$ cat src/rtl/oet_sorter_pkg.sv
// rtl/oet_sorter_pkg.sv - shared types and default sizing for the odd-even transposition sorter
package oet_sorter_pkg;

  localparam int DEF_WIDTH = 32;
  localparam int DEF_DEPTH = 8;
  localparam int CNT_W     = $clog2(DEF_DEPTH) + 1;

  typedef enum logic [1:0] {
    LOAD  = 2'd0,
    SORT  = 2'd1,
    DRAIN = 2'd2
  } state_t;

  // Plain-vector state encodings for registers that stay untyped
  localparam logic [1:0] ST_LOAD  = LOAD;
  localparam logic [1:0] ST_SORT  = SORT;
  localparam logic [1:0] ST_DRAIN = DRAIN;

endpackage

$ cat src/rtl/oet_sorter_cmp_swap.sv
// rtl/oet_sorter_cmp_swap.sv - unsigned min/max compare-exchange cell
module cmp_swap #(
  parameter int WIDTH = 32
) (
  input  logic [WIDTH-1:0] a,
  input  logic [WIDTH-1:0] b,
  output logic [WIDTH-1:0] lo,
  output logic [WIDTH-1:0] hi,
  output logic             swapped
);

  // Strict compare so equal words keep their order and report no swap
  always_comb begin
    swapped = (a > b);
    lo      = swapped ? b : a;
    hi      = swapped ? a : b;
  end

endmodule

$ cat src/rtl/oet_sorter.sv
// rtl/oet_sorter.sv - frame sorter, one odd-even transposition pass per cycle; optional SORTER_EARLY_EXIT_EN
module oet_sorter
  import oet_sorter_pkg::*;
#(
  parameter int WIDTH = DEF_WIDTH,
  parameter int DEPTH = DEF_DEPTH
) (
  input  logic             clk,
  input  logic             rst_n,
  input  logic             in_valid,
  output logic             in_ready,
  input  logic [WIDTH-1:0] in_data,
  output logic             out_valid,
  input  logic             out_ready,
  output logic [WIDTH-1:0] out_data,
  output logic             out_last,
  output logic             busy
);

  localparam int            CW   = $clog2(DEPTH) + 1;
  localparam int            IW   = CW - 1;
  localparam int            NEV  = DEPTH / 2;
  localparam int            NOD  = (DEPTH > 2) ? (DEPTH / 2 - 1) : 1;
  localparam logic [CW-1:0] LAST = CW'(DEPTH - 1);

  logic [1:0]       state_q;
  logic [CW-1:0]    cnt_q;
  logic [CW-1:0]    pass_q;
  logic [WIDTH-1:0] word_q   [DEPTH];
  logic [WIDTH-1:0] sort_nxt [DEPTH];

  logic [WIDTH-1:0] ev_lo [NEV];
  logic [WIDTH-1:0] ev_hi [NEV];
  logic [NEV-1:0]   ev_sw;
  logic [WIDTH-1:0] od_lo [NOD];
  logic [WIDTH-1:0] od_hi [NOD];
  logic [NOD-1:0]   od_sw;
  logic             sort_done;

  // Even-pass cells on pairs (0,1),(2,3),...
  for (genvar i = 0; i < NEV; i++) begin : g_even
    cmp_swap #(.WIDTH(WIDTH)) u_cell (
      .a       (word_q[2*i]),
      .b       (word_q[2*i+1]),
      .lo      (ev_lo[i]),
      .hi      (ev_hi[i]),
      .swapped (ev_sw[i])
    );
  end

  // Odd-pass cells on pairs (1,2),(3,4),...; a 2-word frame has none
  if (DEPTH > 2) begin : g_odd
    for (genvar j = 0; j < DEPTH / 2 - 1; j++) begin : g_cell
      cmp_swap #(.WIDTH(WIDTH)) u_cell (
        .a       (word_q[2*j+1]),
        .b       (word_q[2*j+2]),
        .lo      (od_lo[j]),
        .hi      (od_hi[j]),
        .swapped (od_sw[j])
      );
    end
  end else begin : g_odd_none
    assign od_lo[0] = '0;
    assign od_hi[0] = '0;
    assign od_sw    = '0;
  end

  // Per-slot mux picking this pass's cell output; odd passes hold the two end slots
  for (genvar k = 0; k < DEPTH; k++) begin : g_nxt
    logic [WIDTH-1:0] ev_v;
    logic [WIDTH-1:0] od_v;
    if (k % 2 == 0) begin : g_ev_lo
      assign ev_v = ev_lo[k/2];
    end else begin : g_ev_hi
      assign ev_v = ev_hi[k/2];
    end
    if (k == 0 || k == DEPTH - 1) begin : g_od_hold
      assign od_v = word_q[k];
    end else if (k % 2 == 1) begin : g_od_lo
      assign od_v = od_lo[(k-1)/2];
    end else begin : g_od_hi
      assign od_v = od_hi[(k-2)/2];
    end
    assign sort_nxt[k] = pass_q[0] ? od_v : ev_v;
  end

`ifdef SORTER_EARLY_EXIT_EN
  logic quiet_q;
  logic any_sw;

  assign any_sw    = pass_q[0] ? (|od_sw) : (|ev_sw);
  // An even and an odd pass back to back with no swaps prove every adjacent pair ordered
  assign sort_done = (pass_q == LAST) || (quiet_q && !any_sw);

  // Remember whether the previous pass was swap-free
  always_ff @(posedge clk) begin
    if (!rst_n) begin
      quiet_q <= 1'b0;
    end else if (state_q == ST_SORT) begin
      quiet_q <= !any_sw;
    end else begin
      quiet_q <= 1'b0;
    end
  end
`else
  logic unused_swaps;
  assign unused_swaps = ^{ev_sw, od_sw};
  assign sort_done    = (pass_q == LAST);
`endif

  // Frame FSM: load words, run passes, then shift the buffer out from slot 0
  always_ff @(posedge clk) begin
    if (!rst_n) begin
      state_q <= ST_LOAD;
      cnt_q   <= '0;
      pass_q  <= '0;
      for (int k = 0; k < DEPTH; k++) word_q[k] <= '0;
    end else begin
      case (state_q)
        ST_LOAD: begin
          if (in_valid) begin
            word_q[cnt_q[IW-1:0]] <= in_data;
            if (cnt_q == LAST) begin
              state_q <= ST_SORT;
              cnt_q   <= '0;
              pass_q  <= '0;
            end else begin
              cnt_q <= cnt_q + 1'b1;
            end
          end
        end
        ST_SORT: begin
          for (int k = 0; k < DEPTH; k++) word_q[k] <= sort_nxt[k];
          pass_q <= pass_q + 1'b1;
          if (sort_done) begin
            state_q <= ST_DRAIN;
            cnt_q   <= '0;
          end
        end
        ST_DRAIN: begin
          if (out_ready) begin
            for (int k = 0; k < DEPTH - 1; k++) word_q[k] <= word_q[k+1];
            word_q[DEPTH-1] <= '0;
            if (cnt_q == LAST) begin
              state_q <= ST_LOAD;
              cnt_q   <= '0;
            end else begin
              cnt_q <= cnt_q + 1'b1;
            end
          end
        end
        default: begin
          state_q <= ST_LOAD;
          cnt_q   <= '0;
        end
      endcase
    end
  end

  assign in_ready  = (state_q == ST_LOAD);
  assign busy      = (state_q == ST_SORT);
  assign out_valid = (state_q == ST_DRAIN);
  assign out_data  = word_q[0];
  assign out_last  = (state_q == ST_DRAIN) && (cnt_q == LAST);

endmodule

$ cat config.mk
export PLATFORM = sky130hd
export DESIGN_NAME = oet_sorter
export DESIGN_NICKNAME = d
export VERILOG_FILES = /design/src/rtl/oet_sorter_pkg.sv /design/src/rtl/oet_sorter_cmp_swap.sv /design/src/rtl/oet_sorter.sv
export SDC_FILE = /design/constraint.sdc
export NUM_CORES = 1
export LEC_CHECK = 0
export BUFFER_PORTS_ARGS = -buffer_cell sky130_fd_sc_hd__buf_2
export CORE_MARGIN = 8
export CORE_UTILIZATION = 35
export DETAILED_ROUTE_END_ITERATION = 8
export PLACE_DENSITY = 0.47
export SYNTH_ARGS = -nofsm -noshare
export SYNTH_HDL_FRONTEND = slang
export SYNTH_SLANG_ARGS = --single-unit
$ cat constraint.sdc
create_clock -name clk -period 5.65 [get_ports clk]
set_clock_uncertainty 0.05 [all_clocks]
set_input_delay 0.2825 -clock clk [delete_from_list [all_inputs] [get_ports clk]]
set_output_delay 0.2825 -clock clk [all_outputs]
set_load 0.005 [all_outputs]
== Yosys cells after proc, flatten, opt, wreduce, memory -nomap -nowiden ==
Memory sizes are Yosys's and may differ from the RTL's.
Cells that the tools add are included.
Storage, ports and cells
  flip-flop bits (word level): 10
  memory bits (writable): 256
  input bits: 36
  output and inout bits: 36
  logic and storage cells: 112
  memories kept: 1
Cells by class
  add/subtract/negate cells: 2
  $lt $le $gt $ge: 7
  equality and inequality tests: 9
  mux-type cells: 67
  bitwise gates (word level): 16
  reduce and logical (&&, ||, !) cells: 7
Memory list
  word_q: depth 8, bits a word 32, rd ports 8, clocked after memory_dff 0, write ports 8, RTL line oet_sorter.sv:29  | logic [WIDTH-1:0] word_q [DEPTH];
Operators with widths (number)
  $mux W32: 39
  $gt A32 B32 Y1: 7
  $reduce_or A32 Y1: 1
  $mux W4: 6
  $or A1 B1 Y1: 16
  $mux W1: 13
  $pmux W4 S3: 1
  $mux W2: 5
  $add A4 B1 Y4 const B: 2
  $eq A4 B3 Y1 const B: 2
  $ne A2 B1 Y1 const B: 4
  $pmux W4 S2: 1
  $pmux W2 S3: 1
  $reduce_and A3 Y1: 2
  $reduce_and A5 Y1: 1
  $mux W3: 1
  $eq A2 B1 Y1 const B: 1
  $eq A2 B2 Y1 const B: 1
  $logic_not A2 Y1: 1
  $ne A2 B2 Y1 const B: 1
  $reduce_bool A2 Y1: 1
  $logic_and A1 B1 Y1: 1

== Logic depth before layout (Yosys ltp) ==
Gate-level depths: netlist (run 1).
  word-level depth: 7
  gate-level depth with buffers: 9
  mapped depth without buffers: 8

== Cells and area by module ==
Synthesis (run 1) repeated with hierarchy kept, for this count alone.
Unflattened totals
  cell total of the unflattened synthesis: 2567
  area total of the unflattened synthesis: 27807.9 um^2
By module, submodules not included
  oet_sorter: instances 1, cells each 1265, area an instance 14834.2 um^2
  cmp_swap at g_even[0].u_cell ...: instances 6, cells each 186, area an instance 1854.3 um^2
  cmp_swap at g_even[3].u_cell: instances 1, cells each 186, area an instance 1848.0 um^2

== Worst setup path after synthesis (run 1) ==
OpenSTA, ideal clock, no wires.
  path type: register to register
  start point: mem word_q[0][1]
  end point: mem word_q[0][0] (enable)
  library setup time: 470 ps
  arrival time: 4064 ps
  required time: 5130 ps
  slack: 1066 ps
  cell stages (with the launch flop): 8
  buffers on the path: 0
  period minus slack after synthesis: 4584 ps
  path through: edfxtp_1 -> ha_1 -> nor2b_1 -> o211ai_1 -> a2111o_1 -> a311oi_1 -> nor2_1 -> o31ai_1
RTL lines (RTL line)
  from (decl): oet_sorter.sv:29

==> impl_metrics.py, run 1 <==
metrics = {
    "status": {
        "status": "completed",
    },
    "global_routing": {
        "grt_overflow_total": 0,
        "antenna_found_initial": 1,
        "grt_max_degree": 70,
        "grt.total_usage_pct": 18.90,
        "grt_pass1_wl_mm": 88.75,
        "grt_pass1_vias": 14494,
    },
    "critical_path": {
        "crit_type": "flop to flop",
        "cp.required_ns": 5.76,
        "crit_arrival_ns": 3.66,
        "reg2regPathDepth": 8,
        "cpLargestDelayFamily": "compound AO/OA/AOI/OAI gates",
        "slowest_delay_ns": 0.83,
        "crit_fanout": 32,
        "r2r_slack_ns": 2.09,
        "cp_slowest_cell": "o22ai_4",
        "timing.rr.end": "word_q[4][4]",
        "cp-start-kind": "flop",
        "cp_num_buf_inv": 1,
        "cp_cell_sequence": "inv_1, ha_1, nand4_1, nor3_1, a21boi_0, o41a_1, o211ai_1, o22ai_4",
        "r2r-start": "word_q[5][14]",
        "endpoint_kind": "flop",
    },
    "floorplan": {
        "die_w_um": 245.7,
        "die_area_um2": 60360,
        "initial_core_util_pct": 35.27,
        "core_um2": 52340,
        "rows": 84,
        "io_pins": 72,
        "fp.dieH_um": 245.7,
    },
    "power_and_ir_drop": {
        "ir_worst_vdd_v": 0.0001717,
        "p_total_mw": 5.327,
        "leakagePower_nw": 8.555,
        "p_per_area_nw_per_um2": 260.2,
    },
    "synth": {
        "synth_compound_area_share_pct": 19.70,
        "synth_area_per_cell_um2": 9.011,
        "synth_edf_count": 256,
        "synth_top_area_share_pct": 41.64,
        "synthFlopType": "edfxtp_1",
        "synthSimpleGateAreaFrac_pct": 12.96,
        "synth_xor_area_share_pct": 0.04744,
        "synthMuxAreaShare_pct": 0.06099,
        "synth.area.top_cells": "edfxtp_1 (42%), ha_1 (15%), inv_1 (6.0%)",
        "postSynth.asyncResetShare_pct": 0,
        "synth-adder-area-share_pct": 15.32,
        "ys_types": 58,
        "ys_warn_count": 0,
        "syn_area_um2": 18460,
        "yosysTopAreaCell": "edfxtp_1",
        "syn_nets": 2311,
        "synthesis.instances": 2049,
        "synth_top_family_by_area": "compound AO/OA/AOI/OAI gates",
        "ys_ff_latch": 266,
        "yosysSeqAreaShare_pct": 42.72,
    },
    "clocking": {
        "post_cts_buffers": 0,
        "cts_tree": "built",
        "h-tree-depth": 2,
        "cts_buffers": 35,
        "root_buffer": "clkbuf_16",
        "cts_hold_buf": 0,
        "cts_resized": 0,
        "insertion_delay_ns": 0.55,
        "cts.sinks": 266,
        "clkTransAtPathRegs_ns": 0.06,
        "cts_buffer_depth": 3,
    },
    "layout": {
        "final_layout_size_suffix_gt1_share_pct": 7.863,
        "syn_to_final_growth_pct": 10.88,
        "fin_nets": 2315,
        "n_antenna_cell": 0,
        "final_cell_mix": "inv_1 (295), nand2_1 (262), edfxtp_1 (256)",
        "final_common_cell": "inv_1",
    },
    "sta": {
        "setup_viol": 0,
        "rsz0062_at_grt": "no",
        "fin_crit_ns": 3.557,
        "holdWs_ns": 0.1431,
        "relSlewSlack_pct": 19.92,
        "slew_violations": 0,
        "fin_tns_setup_ns": 0,
        "worst_slew_pin_slew_ns": 1.198,
        "finalHoldViolCount": 0,
        "max_clock_freq_mhz": 281.2,
        "finalCritPeriodShare_pct": 62.95,
    },
    "min_path": {
        "min_from": "in_data[12]",
        "hold_class": "primary input to flop",
        "worst_hold_path.endpoint": "word_q[2][12]",
        "hold_depth": 3,
    },
    "drt": {
        "antenna_left": 0,
        "drtIter0Drc": 1723,
        "dr.pass1.iters": 8,
        "routed_via_density": 5.529,
        "drt_wl_total_mm": 58.80,
        "post_drt_wl_per_cell_um": 21.30,
        "num_vias": 15265,
        "drc": 0,
    },
    "job": {
        "maxCapViolCount": 0,
    },
    "placed_design": {
        "place_hpwl_mm": 43.33,
        "gp_congestion": 0.8617,
        "io_buffers": 71,
    },
}
[worst max path at each step]
stage,cells after the start,to,slack [ns],from
after floorplan,7,word_q[0][0],1.07,word_q[0][1]
after global placement,8,word_q[4][5],2.02,word_q[5][14]
after detailed placement,8,word_q[4][4],1.96,word_q[5][14]
after CTS,8,word_q[4][4],1.97,word_q[5][14]
after global routing,8,word_q[4][4],1.88,word_q[5][14]
final,8,word_q[4][4],2.09,word_q[5][14]
[synthesized netlist by cell type, drive strengths merged (2+ instances only)]
cell type,instances
a2111oi,3
a211oi,10
a21boi,7
a21o,10
a21oi,192
a221oi,5
a222oi,62
a22oi,38
a31oi,4
and2,3
and3,3
and4,2
buf,74
clkbuf,53
dfxtp,10
edfxtp,256
ha,226
inv,296
nand2,264
nand2b,7
nand3,29
nand3b,3
nand4,51
nor2,131
nor2b,12
nor3,16
nor3b,3
nor4,8
o211ai,11
o21a,2
o21ai,198
o22ai,5
o31ai,33
o41a,2
or3,2
or4,4
[worst min-delay path, stage by stage]
cell and delay (ns):
buf_2 0.21, nand2_1 0.07, o21ai_0 0.07
[state kept, by name (all words and copies together) (netlist names)]
signal,count
cnt_q,4
state_q,2
pass_q,4
word_q,256
[per-stage QoR]
stage,area [um^2],utilization (%),instances,setup slack (ns)
after floorplan,18460,-,2049,1.066
after global placement,19430,37.12,2704,2.018
after detailed placement,19430,37.12,2704,1.962
after CTS,20470,39.11,2761,1.974
after global routing,20470,39.11,2761,1.881
final,20470,39.11,2761,2.093
[power breakdown]
part	switching [mW]	internal [mW]	leakage [nW]	total, mW
Sequential	0.133	2.32	2.71	2.45
Combinational	0.483	0.274	5.33	0.757
Clock	0.873	1.24	0.509	2.12
[routing by layer]
| metal | GRT usage [%] | routed length (um) | part of all wire, % |
|---|---|---|---|
| met1 | 28.10 | 28470 | 48 |
| met4 | 5.732 | 1445 | 2.5 |
| met2 | 28.30 | 24830 | 42 |
| met3 | 2.259 | 4050 | 6.9 |
| met5 | 0 | 0 | 0 |
[area by class of cell]
class,instances,area (um^2)
fillers,5221,31870
multi-input cells,1360,9042
flip-flops and latches,266,7888
inverters,296,1111
clock buffers,48,977.2
well taps,688,860.8
repair buffers,94,528.0
clock inverters,9,63.81
[kinds of logic (layout without fill, tap and decap cells)]
| logic type | Yosys count | count (layout) |
|---|---|---|
| adders and majority gates | 226 | 226 |
| AOI/OAI and AO/OA | 591 | 591 |
| and+or+nand+nor | 541 | 541 |
| muxes | 1 | 1 |
| DFF | 266 | 266 |
| xor gates and xnor gates | 1 | 1 |
| buffers and inverters | 423 | 447 |
(Power assumes the default switching activity.)
==> run 2: changes to the inputs <==
--- a/config.mk
+++ b/config.mk
@@ -9,7 +9,7 @@
 export CORE_MARGIN = 8
 export CORE_UTILIZATION = 35
 export DETAILED_ROUTE_END_ITERATION = 8
-export PLACE_DENSITY = 0.47
+export PLACE_DENSITY = 0.49
 export SYNTH_ARGS = -nofsm -noshare
 export SYNTH_HDL_FRONTEND = slang
 export SYNTH_SLANG_ARGS = --single-unit
==> constraint.sdc (replaced) <==
create_clock -name clk -period 2.9 [get_ports clk]
set_clock_uncertainty 0.05 [all_clocks]
set_input_delay 0.145 -clock clk [delete_from_list [all_inputs] [get_ports clk]]
set_output_delay 0.145 -clock clk [all_outputs]
set_load 0.005 [all_outputs]
==> run 2 against run 1 <==
  * The run now ends with negative setup slack left
  * Core utilization up 3.8 points
  * Register-to-register slack worse by 2.1 ns
  * Critical path type unchanged
  * Die area unchanged
  * First-iteration DRC count grew 11%
  * Critical path depth grew 1
  * Highest routed layer unchanged
  * Count of clock-buffer cells in the layout shrank 1
  * Sequential cell count unchanged
  * Global-route usage about the same
  * Non-clock buffer count up 163
  * Sequential power rose by 94%
  * Clock power grew 120%
  * Combinational power grew 140%
==> impl_metrics.py, run 2 (synthesized netlist as in run 1, its figures left out) <==
metrics = {
    "floorplan": {
        "rows": 84,
        "core_um2": 52340,
        "initial_core_util_pct": 35.27,
        "die_area_um2": 60360,
        "io_pins": 72,
        "fp.dieH_um": 245.7,
        "die_w_um": 245.7,
    },
    "status": {
        "violations": "negative setup slack",
        "status": "complete, but fails checks",
    },
    "global_routing": {
        "grt_overflow_total": 0,
        "grt.total_usage_pct": 18.89,
        "grt_max_degree": 67,
        "grt_pass1_vias": 14803,
        "antenna_found_initial": 0,
        "grt_pass1_wl_mm": 89.18,
    },
    "job": {
        "maxCapViolCount": 0,
    },
    "layout": {
        "design_area_um2": 22480,
        "final_layout_size_suffix_gt1_share_pct": 16.38,
        "top_regs": "word_q: 256 flops, cnt_q: 4 flops, pass_q: 4 flops",
        "final_cell_mix": "inv_1 (293), nand2_1 (262), edfxtp_1 (256)",
        "fillers": 5088,
        "final_util_pct": 42.95,
        "syn_to_final_growth_pct": 21.75,
        "final_cell_count_no_fill": 2929,
        "multi_input_area_um2": 9343,
        "largest_reg_flops": 256,
        "regArea_um2": 7888,
        "n_antenna_cell": 0,
        "largest_register": "word_q",
        "fin_nets": 2478,
        "final_common_cell": "inv_1",
    },
    "critical_path": {
        "crit_type": "flop to flop",
        "slowest_delay_ns": 0.49,
        "cp.required_ns": 3.10,
        "cp_cell_sequence": "ha_4, nand4_1, a2111o_1, a311oi_2, nor2_1, buf_4, o31ai_4, buf_6, clkbuf_16",
        "endpoint_kind": "flop",
        "crit_path_start": "word_q[0][15]",
        "cp_slowest_cell": "a2111o_1",
        "cp_num_buf_inv": 3,
        "crit_fanout": 8,
        "cp-start-kind": "flop",
        "cpLargestDelayFamily": "compound AO/OA/AOI/OAI gates",
        "crit_arrival_ns": 3.11,
        "r2r-start": "word_q[0][15]",
    },
    "placed_design": {
        "gp_congestion": 0.8541,
        "io_buffers": 71,
        "place_area_um2": 20470,
        "place_hpwl_mm": 44.37,
        "dp_cells": 2808,
        "dpl_worst_slack_ns": -0.07442,
    },
    "sta": {
        "rsz0062_at_grt": "yes",
        "final.setup.worst_slack_ns": -0.009724,
        "max_clock_freq_mhz": 343.7,
        "holdWs_ns": 0.04536,
        "finalHoldViolCount": 0,
        "setup_viol": 8,
        "finalCritPeriodShare_pct": 100.3,
        "worst_slew_pin_slew_ns": 0.6981,
        "fin_crit_ns": 2.910,
        "relSlewSlack_pct": 53.29,
        "fin_tns_setup_ns": -0.03106,
        "slew_violations": 0,
    },
    "drt": {
        "dr.pass1.iters": 6,
        "drt_wl_total_mm": 60.17,
        "post_drt_wl_per_cell_um": 20.54,
        "antenna_left": 0,
        "drtIter0Drc": 1914,
        "num_vias": 16023,
        "drc": 0,
        "routed_via_density": 5.470,
    },
    "clocking": {
        "clkTransAtPathRegs_ns": 0.06,
        "cts_buffer_depth": 3,
        "root_buffer": "clkbuf_16",
        "cts_tree": "built",
        "insertion_delay_ns": 0.54,
        "cts.sinks": 266,
        "h-tree-depth": 2,
        "cts_buffers": 35,
    },
    "min_path": {
        "min_from": "in_data[10]",
        "hold_class": "primary input to flop",
    },
    "power_and_ir_drop": {
        "p_total_mw": 11.20,
        "leakagePower_nw": 9.592,
        "ir_worst_vdd_v": 0.0003749,
        "p_per_area_nw_per_um2": 498.4,
    },
}
run 2: cell count changes in the layout (fill, tap and decap cells not counted), moves of 4 or more:
cell / before / now
buf_6: 0 / 6
o21ai_0: 175 / 171
buf_12: 0 / 15
nor4_1: 8 / 3
bufinv_16: 1 / 5
nor4_2: 0 / 5
ha_1: 226 / 217
dlygate4sd3_1: 0 / 7
ha_4: 0 / 9
buf_4: 23 / 151
clkbuf_16: 37 / 42
run 2: worst paths after layout:
kind	to	slack [ns]	cells past startpoint
min	word_q[2][10]	0.05	3
max reg2reg	word_q[0][28]	-0.01	9
min reg2reg	pass_q[1]	0.51	2
max	word_q[0][28]	-0.01	9
run 2: layer usage:
metal / GRT usage, % / vias to the layer above / part of all wire, %
met5: 0 / - / 0
met3: 2.194 / 73 / 6.6
met1: 28.59 / 7670 / 48
met4: 5.348 / 0 / 2.3
met2: 27.93 / 558 / 43
li1: - / 7722 / -
run 2: report_power, final:
part | internal, mW | total, mW | switching [mW]
clock network | 2.84 | 4.62 | 1.77
logic | 0.779 | 1.84 | 1.06
registers | 4.51 | 4.75 | 0.232
run 2: area by class of cell:
type / instances / share of cell area, %
multi-input combinational: 1360 / 41.56
sequential: 266 / 35.09
timing repair buffer: 257 / 9.262
inverter: 296 / 4.943
clock buffer: 47 / 4.420
tap: 688 / 3.830
clock inverter: 15 / 0.8906
run 2: what timing repair did:
item	in CTS	in global routing
endpoints found under the setup margin	32	201
hold endpoints to repair	32	0
hold buffers	7	0
gates resized for setup	2	51
gates cloned	0	7
setup buffers	1	44
pin swaps	1	18
run 2: worst min-delay path: stages:
cell and delay, ns:
buf_2 0.18, nand2_1 0.08, o21ai_1 0.05
